===== src/rtl/alu_pkg.sv =====
// Shared types and constants for the 4-bit board ALU command path.
// Holds the sequencer state encoding, the op codes and the datapath widths.
package alu_pkg;

    localparam int DATA_W = 4;
    localparam int OP_W   = 3;

    // The encoding is also shown on the state LEDs, so the values are fixed.
    typedef enum logic [2:0] {
        S_A     = 3'd0,
        S_B     = 3'd1,
        S_OP    = 3'd2,
        S_ISSUE = 3'd3,
        S_SHOW  = 3'd4
    } state_t;

    localparam logic [OP_W-1:0] OP_ADD = 3'b000;
    localparam logic [OP_W-1:0] OP_SUB = 3'b001;
    localparam logic [OP_W-1:0] OP_NOT = 3'b010;
    localparam logic [OP_W-1:0] OP_AND = 3'b011;
    localparam logic [OP_W-1:0] OP_OR  = 3'b100;
    localparam logic [OP_W-1:0] OP_XOR = 3'b101;
    localparam logic [OP_W-1:0] OP_LT  = 3'b110;
    localparam logic [OP_W-1:0] OP_EQ  = 3'b111;

endpackage


===== src/rtl/btn_debounce.sv =====
// Button synchronizer and counter-based debouncer.
// Produces a clean level and a one-cycle pulse on each debounced press.
module btn_debounce #(
    parameter int SYNC_STAGES     = 2,
    parameter int DEBOUNCE_CYCLES = 500000,
    localparam int CNT_W          = $clog2(DEBOUNCE_CYCLES)
) (
    input  logic clk,
    input  logic rst,
    input  logic raw,
    output logic level,
    output logic press
);

    logic [SYNC_STAGES-1:0] sync_q;
    logic [CNT_W-1:0]       cnt;
    logic                   mismatch;
    logic                   expire;

    assign mismatch = sync_q[SYNC_STAGES-1] ^ level;
    // The level flips on the same edge that would have taken the counter past its limit.
    assign expire   = mismatch && (cnt == CNT_W'(DEBOUNCE_CYCLES - 1));

    always_ff @(posedge clk or posedge rst) begin
        if (rst) begin
            sync_q <= '0;
            cnt    <= '0;
            level  <= 1'b0;
            press  <= 1'b0;
        end else begin
            sync_q <= {sync_q[SYNC_STAGES-2:0], raw};
            if (!mismatch || expire) begin
                cnt <= '0;
            end else begin
                cnt <= cnt + 1'b1;
            end
            if (expire) begin
                level <= ~level;
            end
            press <= expire & ~level;
        end
    end

endmodule


===== src/rtl/alu_cmd_seq.sv =====
// Staged A / B / op-code entry from one button and four switches, issued to
// the ALU over valid/ready, with the ALU result latched for the display.
module alu_cmd_seq
    import alu_pkg::*;
#(
    parameter int DEBOUNCE_CYCLES = 500000,
    parameter int SYNC_STAGES     = 2
) (
    input  logic              clk,
    input  logic              rst,
    input  logic              btn_raw,
    input  logic              clr,
    input  logic [DATA_W-1:0] sw,
    input  logic              cmd_ready,
    input  logic [DATA_W-1:0] res_in,
    input  logic              car_in,
    input  logic              of_in,
    output logic [DATA_W-1:0] alu_a,
    output logic [DATA_W-1:0] alu_b,
    output logic [OP_W-1:0]   alu_ctrl,
    output logic              cmd_valid,
    output logic [DATA_W-1:0] res_q,
    output logic              car_q,
    output logic              of_q,
    output logic              res_valid,
    output logic [2:0]        state_o
);

    // Handshake: the command (alu_a/alu_b/alu_ctrl) is offered while cmd_valid
    // is high and is held unchanged until a cycle with cmd_valid && cmd_ready,
    // which is the single cycle in which the result inputs are sampled.

    state_t state, state_nxt;
    logic   btn_level, btn_pulse, press;
    logic   ld_a, ld_b, ld_op, ld_res, drop_res;

    btn_debounce #(
        .SYNC_STAGES    (SYNC_STAGES),
        .DEBOUNCE_CYCLES(DEBOUNCE_CYCLES)
    ) u_deb (
        .clk  (clk),
        .rst  (rst),
        .raw  (btn_raw),
        .level(btn_level),
        .press(btn_pulse)
    );

    // The pulse coincides with the debounced level going high.
    assign press = btn_pulse & btn_level;

    always_ff @(posedge clk or posedge rst) begin
        if (rst) begin
            state <= S_A;
        end else begin
            state <= state_nxt;
        end
    end

    always_comb begin
        state_nxt = state;
        ld_a      = 1'b0;
        ld_b      = 1'b0;
        ld_op     = 1'b0;
        ld_res    = 1'b0;
        drop_res  = 1'b0;
        if (clr) begin
            state_nxt = S_A;
        end else begin
            case (state)
                S_A:     if (press) begin ld_a  = 1'b1; state_nxt = S_B;     end
                S_B:     if (press) begin ld_b  = 1'b1; state_nxt = S_OP;    end
                S_OP:    if (press) begin ld_op = 1'b1; state_nxt = S_ISSUE; end
                S_ISSUE: if (cmd_ready) begin ld_res = 1'b1; state_nxt = S_SHOW; end
                S_SHOW:  if (press) begin drop_res = 1'b1; state_nxt = S_A;  end
                default: state_nxt = S_A;
            endcase
        end
    end

    assign cmd_valid = (state == S_ISSUE);
    assign state_o   = state;

    always_ff @(posedge clk or posedge rst) begin
        if (rst) begin
            alu_a     <= '0;
            alu_b     <= '0;
            alu_ctrl  <= '0;
            res_q     <= '0;
            car_q     <= 1'b0;
            of_q      <= 1'b0;
            res_valid <= 1'b0;
        end else if (clr) begin
            alu_a     <= '0;
            alu_b     <= '0;
            alu_ctrl  <= '0;
            res_q     <= '0;
            car_q     <= 1'b0;
            of_q      <= 1'b0;
            res_valid <= 1'b0;
        end else begin
            if (ld_a)  alu_a    <= sw;
            if (ld_b)  alu_b    <= sw;
            if (ld_op) alu_ctrl <= sw[OP_W-1:0];
            if (ld_res) begin
                res_q     <= res_in;
                car_q     <= car_in;
                of_q      <= of_in;
                res_valid <= 1'b1;
            end else if (drop_res) begin
                res_valid <= 1'b0;
            end
        end
    end

endmodule


===== config.mk =====
export PLATFORM = sky130hd
export DESIGN_NAME = alu_cmd_seq
export DESIGN_NICKNAME = d
export VERILOG_FILES = /design/src/rtl/alu_pkg.sv /design/src/rtl/btn_debounce.sv /design/src/rtl/alu_cmd_seq.sv
export SDC_FILE = /design/constraint.sdc
export NUM_CORES = 1
export LEC_CHECK = 0
export ABC_AREA = 0
export CAP_MARGIN = 30
export CORE_ASPECT_RATIO = 0.7
export CORE_UTILIZATION = 45
export CTS_BUF_LIST = sky130_fd_sc_hd__clkbuf_16
export CTS_CLUSTER_SIZE = 16
export DETAILED_ROUTE_END_ITERATION = 16
export PLACE_DENSITY = 0.71
export SLEW_MARGIN = 10
export SYNTH_ARGS = -nofsm -noshare
export SYNTH_HDL_FRONTEND = slang
export SYNTH_HIERARCHICAL = 1
export SYNTH_SLANG_ARGS = --single-unit

===== constraint.sdc =====
create_clock -name clk -period 6.15 [get_ports clk]
set_input_delay 0.9225 -clock clk [delete_from_list [all_inputs] [get_ports clk]]
set_output_delay 0.9225 -clock clk [all_outputs]
set_load 0.005 [all_outputs]

# == Word-level counts from Yosys, hierarchy flattened ==
# Index checks and enable logic that the tools add are counted.
# word_totals
reg_bits,44
inputBits,15
out_inout_bits,22
# classes
n_addsub,1
eq_ne,10
mux,35
bitwise_logic,4
reduce_logical,10
# ops
op,n
3-bit 2-to-1 mux,8
4-bit 2-to-1 mux,6
"19-bit by 1-bit adder with 19-bit output, second input constant",1
"19-bit equality test, second input constant",1
1-bit 2-to-1 mux,19
19-bit 2-to-1 mux,1
"3-bit inequality test, second input constant",5
3-bit case mux with 5 select lines,1
2-bit nonzero test,4
"3-bit by 2-bit equality test with 1-bit output, second input constant",2
5-bit AND reduction,1
"3-bit by 1-bit equality test with 1-bit output, second input constant",1
"3-bit equality test, second input constant",1
3-bit logical NOT,1
3-bit nonzero test,1
1-bit AND,2
1-bit logical AND,1
1-bit logical NOT,1
1-bit logical OR,1
1-bit inverter,1
1-bit bitwise XOR,1

# == Logic depth before layout (Yosys ltp) ==
# Gate-level depths: netlist of the first run.
# depth
ltp_word,7
ltp_mapped,6
depth_no_buf,5

# == Cells and area by module ==
# Netlist of the first run, hierarchy kept.
# by_module_without_submodules
mod,n_inst,cells_per_inst,area_per_inst_um2
btn_debounce,1,108,1106.1
alu_cmd_seq,1,88,996.0

# == Least setup slack after synthesis of the first run ==
# Ideal clock, no wire load.
# synth_path
path_kind,register -> register
start,register u_deb.cnt[11]
end,register u_deb.level
setup_ns,0.125
arrival_ns,1.903
required_time_ns,6.025
path_slack_ns,4.123
path_stages_with_launch,5
cell_sequence,dfrtp_1 > or4_1 > or4_4 > nor2_1 > mux2_2
# synth_via
elab_chain_cells,2
# synth_rtl
item,line_no,source
start: declaration,btn_debounce.sv:16,logic [CNT_W-1:0] cnt;
start signal: assignment,btn_debounce.sv:35,cnt <= cnt + 1'b1;
19-bit equality test,btn_debounce.sv:22,assign expire = mismatch && (cnt == CNT_W'(DEBOUNCE_CYCLES - 1));
1-bit logical AND,btn_debounce.sv:22,
end signal: assignment,btn_debounce.sv:38,level <= ~level;
end: declaration,btn_debounce.sv:11,"output logic level,"
# Every way passes these cells.
# A chain may end at the register's enable or synchronous reset.

# == Worst setup path after layout of the first run ==
# layout_path
start,"register state[1], in the netlist state_o[1]"
end,output port cmd_valid
# layout_via
elab_chain_cells,1
# layout_rtl
item,line_no,source
start: declaration,alu_cmd_seq.sv:33,"state_t state, state_nxt;"
start signal: assignment,alu_cmd_seq.sv:55,state <= state_nxt;
3-bit by 2-bit equality test with 1-bit output,alu_cmd_seq.sv:80,assign cmd_valid = (state == S_ISSUE);
end: declaration,alu_cmd_seq.sv:21,"output logic cmd_valid,"
# Every way passes these cells.

==> results of run 1 <==
cells in the final DEF, fill, tap and decap left out, types with 5 or more instances in the layout:
master           Yosys  routed
nand3_1              7       7
or3_1                5       5
clkbuf_16            0       5
mux2i_1             18      18
dfrtp_1             44      44
nand2_1             10      10
clkdlybuf4s50_1      0      36
xnor2_1              9       9
a21oi_1              8       8
nand2b_1            17      17
inv_1                8      10
nor2_1              23      23
logic make-up after synthesis:
group,Yosys count
AND/OR/NAND/NOR,87
flip-flops,44
adder cells (fa/ha/maj),1
buffers and inverters,15
XOR/XNOR,12
AO/OA/AOI/OAI,18
multiplexers,19
sequential cells by signal (all words and copies together), names as in the netlist, 2 cells and up:
register / flops
alu_a: 4
alu_b: 4
alu_ctrl: 3
res_q: 4
state_o: 3
u_deb/cnt: 19
u_deb/sync_q: 2
worst max-delay path: stages (launching register included):
cell and delay, ps:
dfrtp_1 540, and3_2 230, clkdlybuf4s50_1 490
stage by stage:
stage / total power, mW / worst slack [ps]
after CTS: 0.575 / 3680
after global placement: 0.326 / 3790
after detailed placement: 0.326 / 3770
after floorplan: 0.313 / 4120
final: 0.571 / 3680
after global routing: 0.596 / 3590
layer usage:
metal  global-route usage, %  up-vias  part of all wire, %
met5                       0        -                    0
met2                    25.7       37                   42
met1                    29.2      737                   52
met4                    7.26        0                  1.1
li1                        -      764                    -
met3                    4.46        5                  5.5
power by group through the flow:
stage	Combinational [mW]	Clock [mW]	Sequential, mW
detailed placement	0.0267	0	0.299
CTS	0.0269	0.254	0.294
global route	0.0319	0.271	0.294
finish	0.0283	0.249	0.294
global placement	0.0265	0	0.299
floorplan	0.0143	0	0.299
path summary, 6_finish.rpt:
path	start	endpoint	slack, ps
worst max register to register	u_deb/cnt[11]	u_deb/cnt[3]	4000
worst max-delay path	state_o[1]	cmd_valid	3680
worst min register to register	u_deb/sync_q[0]	u_deb/sync_q[1]	350
max in group asynchronous	rst	alu_a[3]	4550
min in group asynchronous	rst	u_deb/sync_q[0]	870
worst min-delay path	u_deb/sync_q[0]	u_deb/sync_q[1]	350
synth_stat cells:
master,n
o21bai_4,1
o21ai_0,2
buf_6,3
and3b_1,1
ha_1,1
or4_1,4
nand3b_1,1
inv_1,8
nand4b_1,2
o31ai_1,3
xnor2_1,9
or4b_2,1
xor2_1,3
a32oi_1,1
nand4_1,2
nor2b_1,1
nand3_1,7
nand2_1,10
mux2_2,1
o41ai_1,2
dfrtp_1,44
nor2_1,23
and3_2,1
nor3_1,4
clkbuf_1,3
or4b_1,1
or4_4,2
nand2b_1,17
a211oi_1,1
a21oi_1,8
and4_1,1
mux2i_1,18
or3_1,5
and4_2,1
buf_2,1
nor4_1,3
final cells by class:
type	count	area (um^2)	area share [%]
tap	55	68.8	2.60
timing repair buffer	37	388	14.7
inverter	8	30.0	1.14
clock buffer	5	125	4.73
multi-input combinational	137	921	34.8
clock inverter	3	11.3	0.426
sequential	44	1100	41.6
==> summary.md, run 1 <==
| Metric | Value |
|---|---|
| Status | `completed` |
| Via count of the first global-routing pass | `1453` |
| Area after DPL | `2480 um^2` |
| HP Class | `flop to flop` |
| GP Congestion | `0.747` |
| Initial antenna violation count | `0` |
| Total clock sinks | `44` |
| Largest family of logic cells by synthesized area | `simple AND/OR/NAND/NOR gates` |
| Top cell type by total area after synthesis | `dfrtp_1` |
| Proportion of synthesized chip area in sequential cells | `52.4%` |
| Final slew viol count | `0` |
| Logic pwr share | `5.0%` |
| Core box area | `4400 um^2` |
| Simple-gate share of the synthesized area | `23.2%` |
| Clk_skew | `1.98 ps` |
| CP startpoint kind | `flop` |
| WP data required | `5230 ps` |
| Worst-Margin Slew | `783 ps` |
| Post-DP HPWL | `2.89 mm` |
| R2R depth | `4` |
| Post_cts resized | `0` |
| Hold_ws | `348 ps` |
| Worst vdd ir | `0.160 mV` |
| # DRC | `0` |
| Arr. time, crit path | `1550 ps` |
| Fillers | `393` |
| Yosys warns | `6` |
| Post-synthesis compound-gate area fraction | `5.95%` |
| Drt initial violations | `112` |
| Largest cells by area after synthesis | `dfrtp_1 (52%), mux2i_1 (8.6%), nand2b_1 (5.1%)` |
| Syn Inst Count | `196` |
| Drt pass-1 iters | `4` |
| Total grt overflow | `0` |
| Yosys reg bits | `44` |
| Longest Clk Path Bufs | `2` |
| Final instance area | `2650 um^2` |
| Worst Hold Depth | `0` |
| Pleak | `1.17 nW` |
| Num CTS Buffers | `5` |
| Die area | `4950 um^2` |
| Die width | `83.7 um` |
| Synth unique cells | `36` |
| Largest net degree at the start of global routing | `26` |
| FP Rows | `20` |
| Pwr dens | `216 nW/um^2` |
| Avg Inst Size Synth | `10.7 um^2` |
| # diodes | `0` |
| Starting Density | `47.7%` |
| Synthesized net count | `212` |
| Worst-path fanout max | `12` |
| Hold buffer count at cts | `0` |
| Max_slew headroom | `47.8%` |
| Layout Nets | `249` |
| Period utilization | `40.2%` |
| Clock power frac | `43.6%` |
| DRT Wirelength | `4.13 mm` |
| Flop pwr share | `51.5%` |
| Min Tclk post-route | `2470 ps` |
| Layout cells sized above 1 | `5.56%` |
| Layout Cells excl Fill | `289` |
| Synth top area share | `52.4%` |
| Switching pwr | `0.119 mW` |
| First-pass GRT wire length | `7.18 mm` |
| Crit end category | `output pin` |
| Max-cap viol count | `0` |
| Port bufs | `36` |
| Clock Latency Late Sink | `280 ps` |
| Adder-Cell Fraction of Synth Area | `0.595%` |
| RSZ-0062 raised after global routing | `no` |
| Final Hold Vio Count | `0` |
| TNS Setup | `0 ps` |
| DRT antenna net count | `0` |
| XOR/XNOR share of the synthesized area | `5.00%` |
| Endpoints failing setup | `0` |
| Mux share of post-synthesis cell area | `9.11%` |
| Placed insts | `280` |
| Post-layout util | `60.1%` |
| Clk root buf | `clkbuf_16` |
| Wirelength per Cell | `14.3 um` |
| Net Sw Frac | `20.8%` |
| Netlist Area Pre-Place | `2100 um^2` |
| Die Span Y | `59.2 um` |
| # Post-CTS Setup Buffers | `0` |
| I/O pin total | `37` |
| Total GRT Usage | `19.0%` |
| TritonCTS clock tree | `yes` |
| Crit Path Class | `flop to output pin` |
| Via count | `1543` |
| Highest Clock Rate | `405 MHz` |
| H-tree depth | `2` |
| Worst-path clk slew | `60 ps` |
| Area Overhead vs Synth | `25.8%` |
| Power Internal | `0.452 mW` |
| DR vias/cell | `5.34` |
No activity file was read; power rests on OpenSTA's default activity.
==> run 2: changes to the inputs <==
==> constraint.sdc (replaced) <==
create_clock -name clk -period 2.3 [get_ports clk]
set_input_delay 0.345 -clock clk [delete_from_list [all_inputs] [get_ports clk]]
set_output_delay 0.345 -clock clk [all_outputs]
set_load 0.005 [all_outputs]
==> run 2 against run 1 <==
  * Non-clock buffer count increased by 2
  * Critical path depth increased by 2
  * Global-route usage decreased by 0.75 points
  * Routed wire length decreased by 3.9%
  * Largest power group unchanged
  * Sequential power increased to 2.7 times the previous value
  * Hold slack improved by 22 ps
  * Count of clock-buffer cells in the layout unchanged
  * Cell area decreased by 0.19%
  * Power increased to 2.7 times the previous value
  * Sequential cell count unchanged
  * First-iteration DRC count decreased by 29%
==> summary.md, run 2 (synthesis results as in run 1) <==
| Metric | Value |
|---|---|
| Status | `completed (unchanged)` |
| Num CTS Buffers | `5 (unchanged)` |
| RSZ-0062 raised after global routing | `no (unchanged)` |
| Drt initial violations | `79 (was 112)` |
| Layout cells sized above 1 | `6.36% (was 5.56%)` |
| Highest Clock Rate | `475 MHz` |
| Crit Path Class | `flop to flop (was flop to output pin)` |
| Wirelength per Cell | `13.6 um (was 14.3 um)` |
| Longest Clk Path Bufs | `2 (unchanged)` |
| Endpoints failing setup | `0 (unchanged)` |
| DRT Wirelength | `3.97 mm (was 4.13 mm)` |
| Via count | `1539 (was 1543)` |
| Pwr dens | `573 nW/um^2 (was 216 nW/um^2)` |
| Pleak | `1.17 nW (about the same)` |
| R2R depth | `4 (unchanged)` |
| Worst Hold Depth | `0 (unchanged)` |
| Met1 usage | `26.6% (was 29.2%)` |
| Final slew viol count | `0 (unchanged)` |
| I/O pin total | `37 (unchanged)` |
| Clock Latency Late Sink | `280 ps (about the same)` |
| Port bufs | `36 (unchanged)` |
| TritonCTS clock tree | `yes (unchanged)` |
| Crit end category | `flop (was output pin)` |
| Max-cap viol count | `0 (unchanged)` |
| Die Span Y | `59.2 um (unchanged)` |
| Die width | `83.7 um (unchanged)` |
| CP startpoint kind | `flop (unchanged)` |
| Most Crowded Layer GR | `met1 (unchanged)` |
| # diodes | `0 (unchanged)` |
| DRT antenna net count | `0 (unchanged)` |
| Period utilization | `91.5%` |
| Die area | `4950 um^2 (unchanged)` |
| Worst-path clk slew | `60 ps (about the same)` |
| # Post-CTS Setup Buffers | `0 (unchanged)` |
| Reg2reg setup slack | `200 ps (was 4000 ps)` |
| Worst reg2reg endpoint | `u_deb/cnt[10] (was u_deb/cnt[3])` |
| Total GRT Usage | `18.2% (was 19.0%)` |
| Grt met3 use | `5.01% (was 4.46%)` |
| WP data required | `2450 ps (was 5230 ps)` |
| Post-DP HPWL | `2.79 mm (was 2.89 mm)` |
| Worst-path fanout max | `16 (was 12)` |
| Total clock sinks | `44 (unchanged)` |
| GP Congestion | `0.784 (was 0.747)` |
| M2 GR Usage | `26.5% (was 25.7%)` |
| Hold path endpoint | `u_deb/sync_q[1] (unchanged)` |
| Layout Nets | `251 (was 249)` |
| Hold buffer count at cts | `0 (unchanged)` |
| Arr. time, crit path | `2250 ps (was 1550 ps)` |
| FP Rows | `20 (unchanged)` |
| Drt pass-1 iters | `4 (unchanged)` |
| TNS Setup | `0 ps (unchanged)` |
| Total grt overflow | `0 (unchanged)` |
| Min Tclk post-route | `2100 ps` |
| Commonest non-fill, non-tap cell in the layout | `dfrtp_1 (unchanged)` |
| Final Hold Vio Count | `0 (unchanged)` |
| Post_cts resized | `0 (unchanged)` |
| Hold Crit Start | `u_deb/sync_q[0] (unchanged)` |
| Core box area | `4400 um^2 (unchanged)` |
| Biggest register | `u_deb/cnt (unchanged)` |
| Most frequent cells in the layout | `dfrtp_1 (44), clkdlybuf4s50_1 (36), nor2_1 (23) (unchanged)` |
| First-pass GRT wire length | `6.90 mm (was 7.18 mm)` |
| # DRC | `0 (unchanged)` |
| Post-layout util | `59.9% (was 60.1%)` |
| Starting Density | `47.7% (unchanged)` |
| DR vias/cell | `5.29 (was 5.34)` |
| Worst-Margin Slew | `515 ps (was 783 ps)` |
| HP Class | `flop to flop (unchanged)` |
| H-tree depth | `2 (unchanged)` |
| Area Overhead vs Synth | `25.6% (was 25.8%)` |
| Clk_skew | `4.52 ps (was 1.98 ps)` |
| Largest net degree at the start of global routing | `24 (was 26)` |
| R2r startpoint | `u_deb/cnt[11] (unchanged)` |
| Initial antenna violation count | `0 (unchanged)` |
| Max_slew headroom | `65.5% (was 47.8%)` |
| Via count of the first global-routing pass | `1434 (was 1453)` |
| Worst vdd ir | `0.397 mV (was 0.160 mV)` |
| Max reg flops | `19 (unchanged)` |
| Clk root buf | `clkbuf_16 (unchanged)` |
[run 2: report_power, final]
group,total (mW),internal (mW),switching (mW),leakage (nW)
combinational,0.0743,0.0361,0.0382,0.487
sequential,0.786,0.780,0.00556,0.608
clock,0.654,0.390,0.263,0.0738
[run 2: how the worst max path moves through the flow]
stage	slack, ps	end	startpoint	cells after the start
2_1_floorplan	270	u_deb/level	u_deb/cnt[11]	4
3_3_place_gp	230	u_deb/cnt[7]	u_deb/cnt[11]	4
3_5_place_dp	180	u_deb/cnt[11]	u_deb/cnt[11]	4
4_1_cts	180	u_deb/cnt[11]	u_deb/cnt[11]	4
5_1_grt	90	u_deb/cnt[9]	u_deb/cnt[11]	4
6_report	200	u_deb/cnt[10]	u_deb/cnt[11]	4
[run 2: final cells by class]
class	count	area, um^2
timing repair buffer	39	383
tap	55	68.8
multi-input combinational	137	921
clock inverter	3	11.3
fill	376	1760
sequential	44	1100
inverter	8	30.0
clock buffer	5	125
[run 2: metrics by stage]
stage / instance area [um^2] / cells / setup slack [ps] / hold slack (ps) / power (mW)
3_3_place_gp: 2500 / 283 / 232 / 335 / 0.875
4_1_cts: 2640 / 291 / 177 / 374 / 1.54
5_1_grt: 2640 / 291 / 87.4 / 392 / 1.58
2_1_floorplan: 2100 / 196 / 273 / 322 / 0.837
3_5_place_dp: 2500 / 283 / 182 / 359 / 0.876
6_report: 2640 / 291 / 196 / 370 / 1.51
[run 2: metal layers]
metal	part of all wire, %	wire length (um)
met1	55	2160
met2	40	1580
met3	4.6	183
met4	0.96	38
met5	0	0
[run 2: critical path: stages, from the launching register on]
cell      delay (ps)
dfrtp_1          400
or4_1            530
or4_4            550
o21bai_4         390
nor2_1           100
==> run 3: changes to the inputs <==
--- a/config.mk
+++ b/config.mk
@@ -5,7 +5,6 @@
 export SDC_FILE = /design/constraint.sdc
 export NUM_CORES = 1
 export LEC_CHECK = 0
-export ABC_AREA = 0
 export CAP_MARGIN = 30
 export CORE_ASPECT_RATIO = 0.7
 export CORE_UTILIZATION = 45
==> constraint.sdc (replaced) <==
create_clock -name clk -period 2.4 [get_ports clk]
set_input_delay 0.36 -clock clk [delete_from_list [all_inputs] [get_ports clk]]
set_output_delay 0.36 -clock clk [all_outputs]
set_load 0.005 [all_outputs]
==> run 3 against run 2 <==
  * Routed wire length fell by 0.38%
  * Die area did not move
  * Critical endpoint unchanged
  * Hold slack barely moved
  * Count of clock-buffer cells in the layout did not move
  * Critical path type unchanged
  * Clock power fell by 1%
  * Largest cell class unchanged
==> summary.md, run 3 (synthesis results as in run 1) <==
| Metric | Value |
|---|---|
| Status | `completed (unchanged)` |
| Commonest non-fill, non-tap cell in the layout | `dfrtp_1 (unchanged)` |
| Via count | `1525 (was 1539)` |
| Largest net degree at the start of global routing | `24 (unchanged)` |
| R2R depth | `4 (unchanged)` |
| Setup WS pre-CTS | `280 ps (was 182 ps)` |
| WP data required | `2550 ps (was 2450 ps)` |
| H-tree depth | `2 (unchanged)` |
| Post_cts resized | `0 (unchanged)` |
| # Post-CTS Setup Buffers | `0 (unchanged)` |
| Pleak | `1.16 nW (was 1.17 nW)` |
| TritonCTS clock tree | `yes (unchanged)` |
| Drt initial violations | `58 (was 79)` |
| Clk root buf | `clkbuf_16 (unchanged)` |
| Port bufs | `36 (unchanged)` |
| Layout Cells excl Fill | `291 (unchanged)` |
| Crit Path Class | `flop to flop (unchanged)` |
| Worst Hold Depth | `0 (unchanged)` |
| Max-cap viol count | `0 (unchanged)` |
| Area after DPL | `2500 um^2 (unchanged)` |
| Worst vdd ir | `0.384 mV (was 0.397 mV)` |
| FP Rows | `20 (unchanged)` |
| DRT antenna net count | `0 (unchanged)` |
| Post-DP HPWL | `2.79 mm (about the same)` |
| Hold buffer count at cts | `0 (unchanged)` |
| Core box area | `4400 um^2 (unchanged)` |
| Critical Path Start | `u_deb/cnt[11] (unchanged)` |
| Arr. time, crit path | `2270 ps (was 2250 ps)` |
| Period utilization | `88.2% (was 91.5%)` |
| Total grt overflow | `0 (unchanged)` |
| CP startpoint kind | `flop (unchanged)` |
| Layout Nets | `251 (unchanged)` |
| Final instance area | `2640 um^2 (about the same)` |
| Final slew viol count | `0 (unchanged)` |
| R2r startpoint | `u_deb/cnt[11] (unchanged)` |
| Setup ws final | `284 ps (was 196 ps)` |
| Endpoints failing setup | `0 (unchanged)` |
| HP Class | `flop to flop (unchanged)` |
| Min Tclk post-route | `2120 ps (was 2100 ps)` |
| Highest Clock Rate | `473 MHz (was 475 MHz)` |
| DRT Wirelength | `3.95 mm (was 3.97 mm)` |
| RSZ-0062 raised after global routing | `no (unchanged)` |
| Max reg flops | `19 (unchanged)` |
| Wirelength per Cell | `13.6 um (about the same)` |
| Worst-Margin Slew | `532 ps (was 515 ps)` |
| # DRC | `0 (unchanged)` |
| Die area | `4950 um^2 (unchanged)` |
| Drt pass-1 iters | `4 (unchanged)` |
| TNS Setup | `0 ps (unchanged)` |
| Clock Latency Late Sink | `280 ps (about the same)` |
| Pwr dens | `556 nW/um^2 (was 573 nW/um^2)` |
| Starting Density | `47.7% (unchanged)` |
| First-pass GRT wire length | `6.97 mm (was 6.90 mm)` |
| Worst-path clk slew | `60 ps (about the same)` |
| Die width | `83.7 um (unchanged)` |
| Hold Crit Start | `u_deb/sync_q[0] (unchanged)` |
| Total clock sinks | `44 (unchanged)` |
| Initial antenna violation count | `0 (unchanged)` |
| Worst-path fanout max | `16 (unchanged)` |
| Area Overhead vs Synth | `25.8% (was 25.6%)` |
| Placed insts | `283 (unchanged)` |
| Num CTS Buffers | `5 (unchanged)` |
| Biggest register | `u_deb/cnt (unchanged)` |
| Total GRT Usage | `18.3% (was 18.2%)` |
| Most frequent cells in the layout | `dfrtp_1 (44), clkdlybuf4s50_1 (36), nor2_1 (23) (unchanged)` |
| Fillers | `387 (was 376)` |
| Longest Clk Path Bufs | `2 (unchanged)` |
| DR vias/cell | `5.24 (was 5.29)` |
| Clk_skew | `2.67 ps (was 4.52 ps)` |
| Layout cells sized above 1 | `6.78% (was 6.36%)` |
| Max_slew headroom | `64.4% (was 65.5%)` |
| # diodes | `0 (unchanged)` |
| Via count of the first global-routing pass | `1420 (was 1434)` |
| GP Congestion | `0.784 (about the same)` |
| I/O pin total | `37 (unchanged)` |
| Hold_ws | `369 ps (was 370 ps)` |
| Final Hold Vio Count | `0 (unchanged)` |
| Die Span Y | `59.2 um (unchanged)` |
| Crit end category | `flop (unchanged)` |
run 3: cell count changes in the layout (fill, tap and decap cells not counted):
cell        delta
clkinvlp_4     +1
inv_1          -1
run 3: final timing paths:
check / end / slack (ps)
max: u_deb/cnt[10] / 280
min: u_deb/sync_q[1] / 370
max reg2reg: u_deb/cnt[10] / 280
min reg2reg: u_deb/sync_q[1] / 370
max in group asynchronous: u_deb/cnt[16] / 1730
min in group asynchronous: car_q / 430
run 3: critical path: stages, from the launching register on:
cell and delay, ps:
dfrtp_1 410, or4_1 530, or4_4 550, o21bai_4 400
nor2_1 100
run 3: stage by stage:
stage | util, % | total power, mW
2_1_floorplan | - | 0.802
3_3_place_gp | 56.8 | 0.838
3_5_place_dp | 56.8 | 0.839
4_1_cts | 60.0 | 1.48
5_1_grt | 60.0 | 1.53
6_report | 60.0 | 1.47
run 3: layout make-up:
cell class | instances | area, um^2 | share of cell area, %
inverter | 8 | 30.0 | 1.14
sequential | 44 | 1100 | 41.6
timing repair buffer | 39 | 383 | 14.5
clock buffer | 5 | 125 | 4.73
tap | 55 | 68.8 | 2.60
clock inverter | 3 | 15.0 | 0.568
multi-input combinational | 137 | 921 | 34.8
run 3: report_power, final:
part	internal [mW]	switching (mW)
combinational	0.0346	0.0364
clock	0.378	0.267
sequential	0.748	0.00543
run 3: layer usage:
metal	global-route usage [%]	up-vias	wire (um)
li1	-	766	-
met1	28.7	718	2170
met2	24.9	37	1560
met3	4.74	4	188
met4	4.36	0	25
met5	0	-	0
==> variant, RTL diff (flow settings as in run 1) <==
`DEBOUNCE_CYCLES` is set to 500000 in 2 places; all go to 2000000.
--- a/src/rtl/btn_debounce.sv
+++ b/src/rtl/btn_debounce.sv
@@ -2,7 +2,7 @@
 // Produces a clean level and a one-cycle pulse on each debounced press.
 module btn_debounce #(
     parameter int SYNC_STAGES     = 2,
-    parameter int DEBOUNCE_CYCLES = 500000,
+    parameter int DEBOUNCE_CYCLES = 2000000,
     localparam int CNT_W          = $clog2(DEBOUNCE_CYCLES)
 ) (
     input  logic clk,
--- a/src/rtl/alu_cmd_seq.sv
+++ b/src/rtl/alu_cmd_seq.sv
@@ -3,7 +3,7 @@
 module alu_cmd_seq
     import alu_pkg::*;
 #(
-    parameter int DEBOUNCE_CYCLES = 500000,
+    parameter int DEBOUNCE_CYCLES = 2000000,
     parameter int SYNC_STAGES     = 2
 ) (
     input  logic              clk,
Formal check against the unedited RTL: same outputs for any inputs over 10 cycles, from zero or initial values and one cycle with rst high; that may be too few to reach the edited logic, so the function may still have changed.
==> variant against run 1 <==
- design area up 6.9%
- power increased by 9.6%
- sequential cell count up 2
- highest routed layer unchanged
- synthesized area grew 7.7%
- worst setup slack got worse by 0.020 ns
- maximum frequency is 0.82% lower
- synthesized cell count grew 6.1%
- clock power up 17%
- combinational power decreased by 4%
- critical endpoint unchanged
- largest cell class unchanged
- routed wire length up 1.9%
==> variant: results (changes against run 1) <==
status:
  status: "finished clean"  # unchanged
sta:
  period_share: 0.405  # was 0.402
  fin_skew_ns: 0.00554  # was 0.00198 ns
  worstMarginPinSlew_ns: 0.936  # was 0.783 ns
routing:
  drt_iter0_drc: 101  # was 112
  met1_length_um: 2350  # was 2140 um
placement:
  gp_routability_congestion: 0.800  # was 0.747
  post-place-cells: 306  # was 280
  hpwlAfterDp_um: 2980  # was 2890 um
synth:
  syn_nets: 224  # was 212
  synth_compound_gate_area_share: 0.0531  # was 0.0595
  ys_types: 44  # was 36
  synth_fa_ha_area_frac: 0.00553  # was 0.00595
  synth_seq_area_share: 0.509  # was 0.524
  yosys-top-cells-count: "dfrtp_1, nor2_1, mux2i_1"  # unchanged
  synth_xor_area_frac: 0.0580  # was 0.0500
final_layout:
  fin_nets: 260  # was 249
  syn2layout_area_growth_pct: 24.9  # was 25.8%
  largest_reg_flops: 21  # was 19
floorplanning:
  design.core.area_um2: 4810  # was 4400 um2
pwr:
  leakage_nw: 1.25  # was 1.17 nW
  power.share.sequential: 0.490  # was 0.515
  p_int_uw: 506  # was 452 uW
global_route:
  grt_pass1_wl_um: 6980  # was 7180 um
  grt_pass1_vias: 1437  # was 1453
  grt_use_met1: 0.283  # was 0.292
  grt_util_met2: 0.227  # was 0.257
setup_path:
  max_stage_delay_ns: 0.56  # was 0.54 ns
  crit_arrival_ns: 1.57  # was 1.55 ns
[variant: cell count changes after synthesis, sizes merged, moves of 2 or more]
| cell | run 1 | this run |
|---|---|---|
| nand4 | 2 | 4 |
| dfrtp | 44 | 46 |
| nor2 | 23 | 26 |
| or4 | 6 | 2 |
| nand3 | 7 | 9 |
| nor4b | 0 | 3 |
| xnor2 | 9 | 11 |
[variant: worst min-delay path by stage]
stage                         start              end  slack (ns)  cells after the start
floorplan           u_deb/sync_q[0]  u_deb/sync_q[1]        0.33                      0
global placement    u_deb/sync_q[0]  u_deb/sync_q[1]        0.34                      0
detailed placement  u_deb/sync_q[0]  u_deb/sync_q[1]        0.34                      0
CTS                 u_deb/sync_q[0]  u_deb/sync_q[1]        0.35                      0
global route        u_deb/sync_q[0]  u_deb/sync_q[1]        0.36                      0
finish              u_deb/sync_q[0]  u_deb/sync_q[1]        0.35                      0
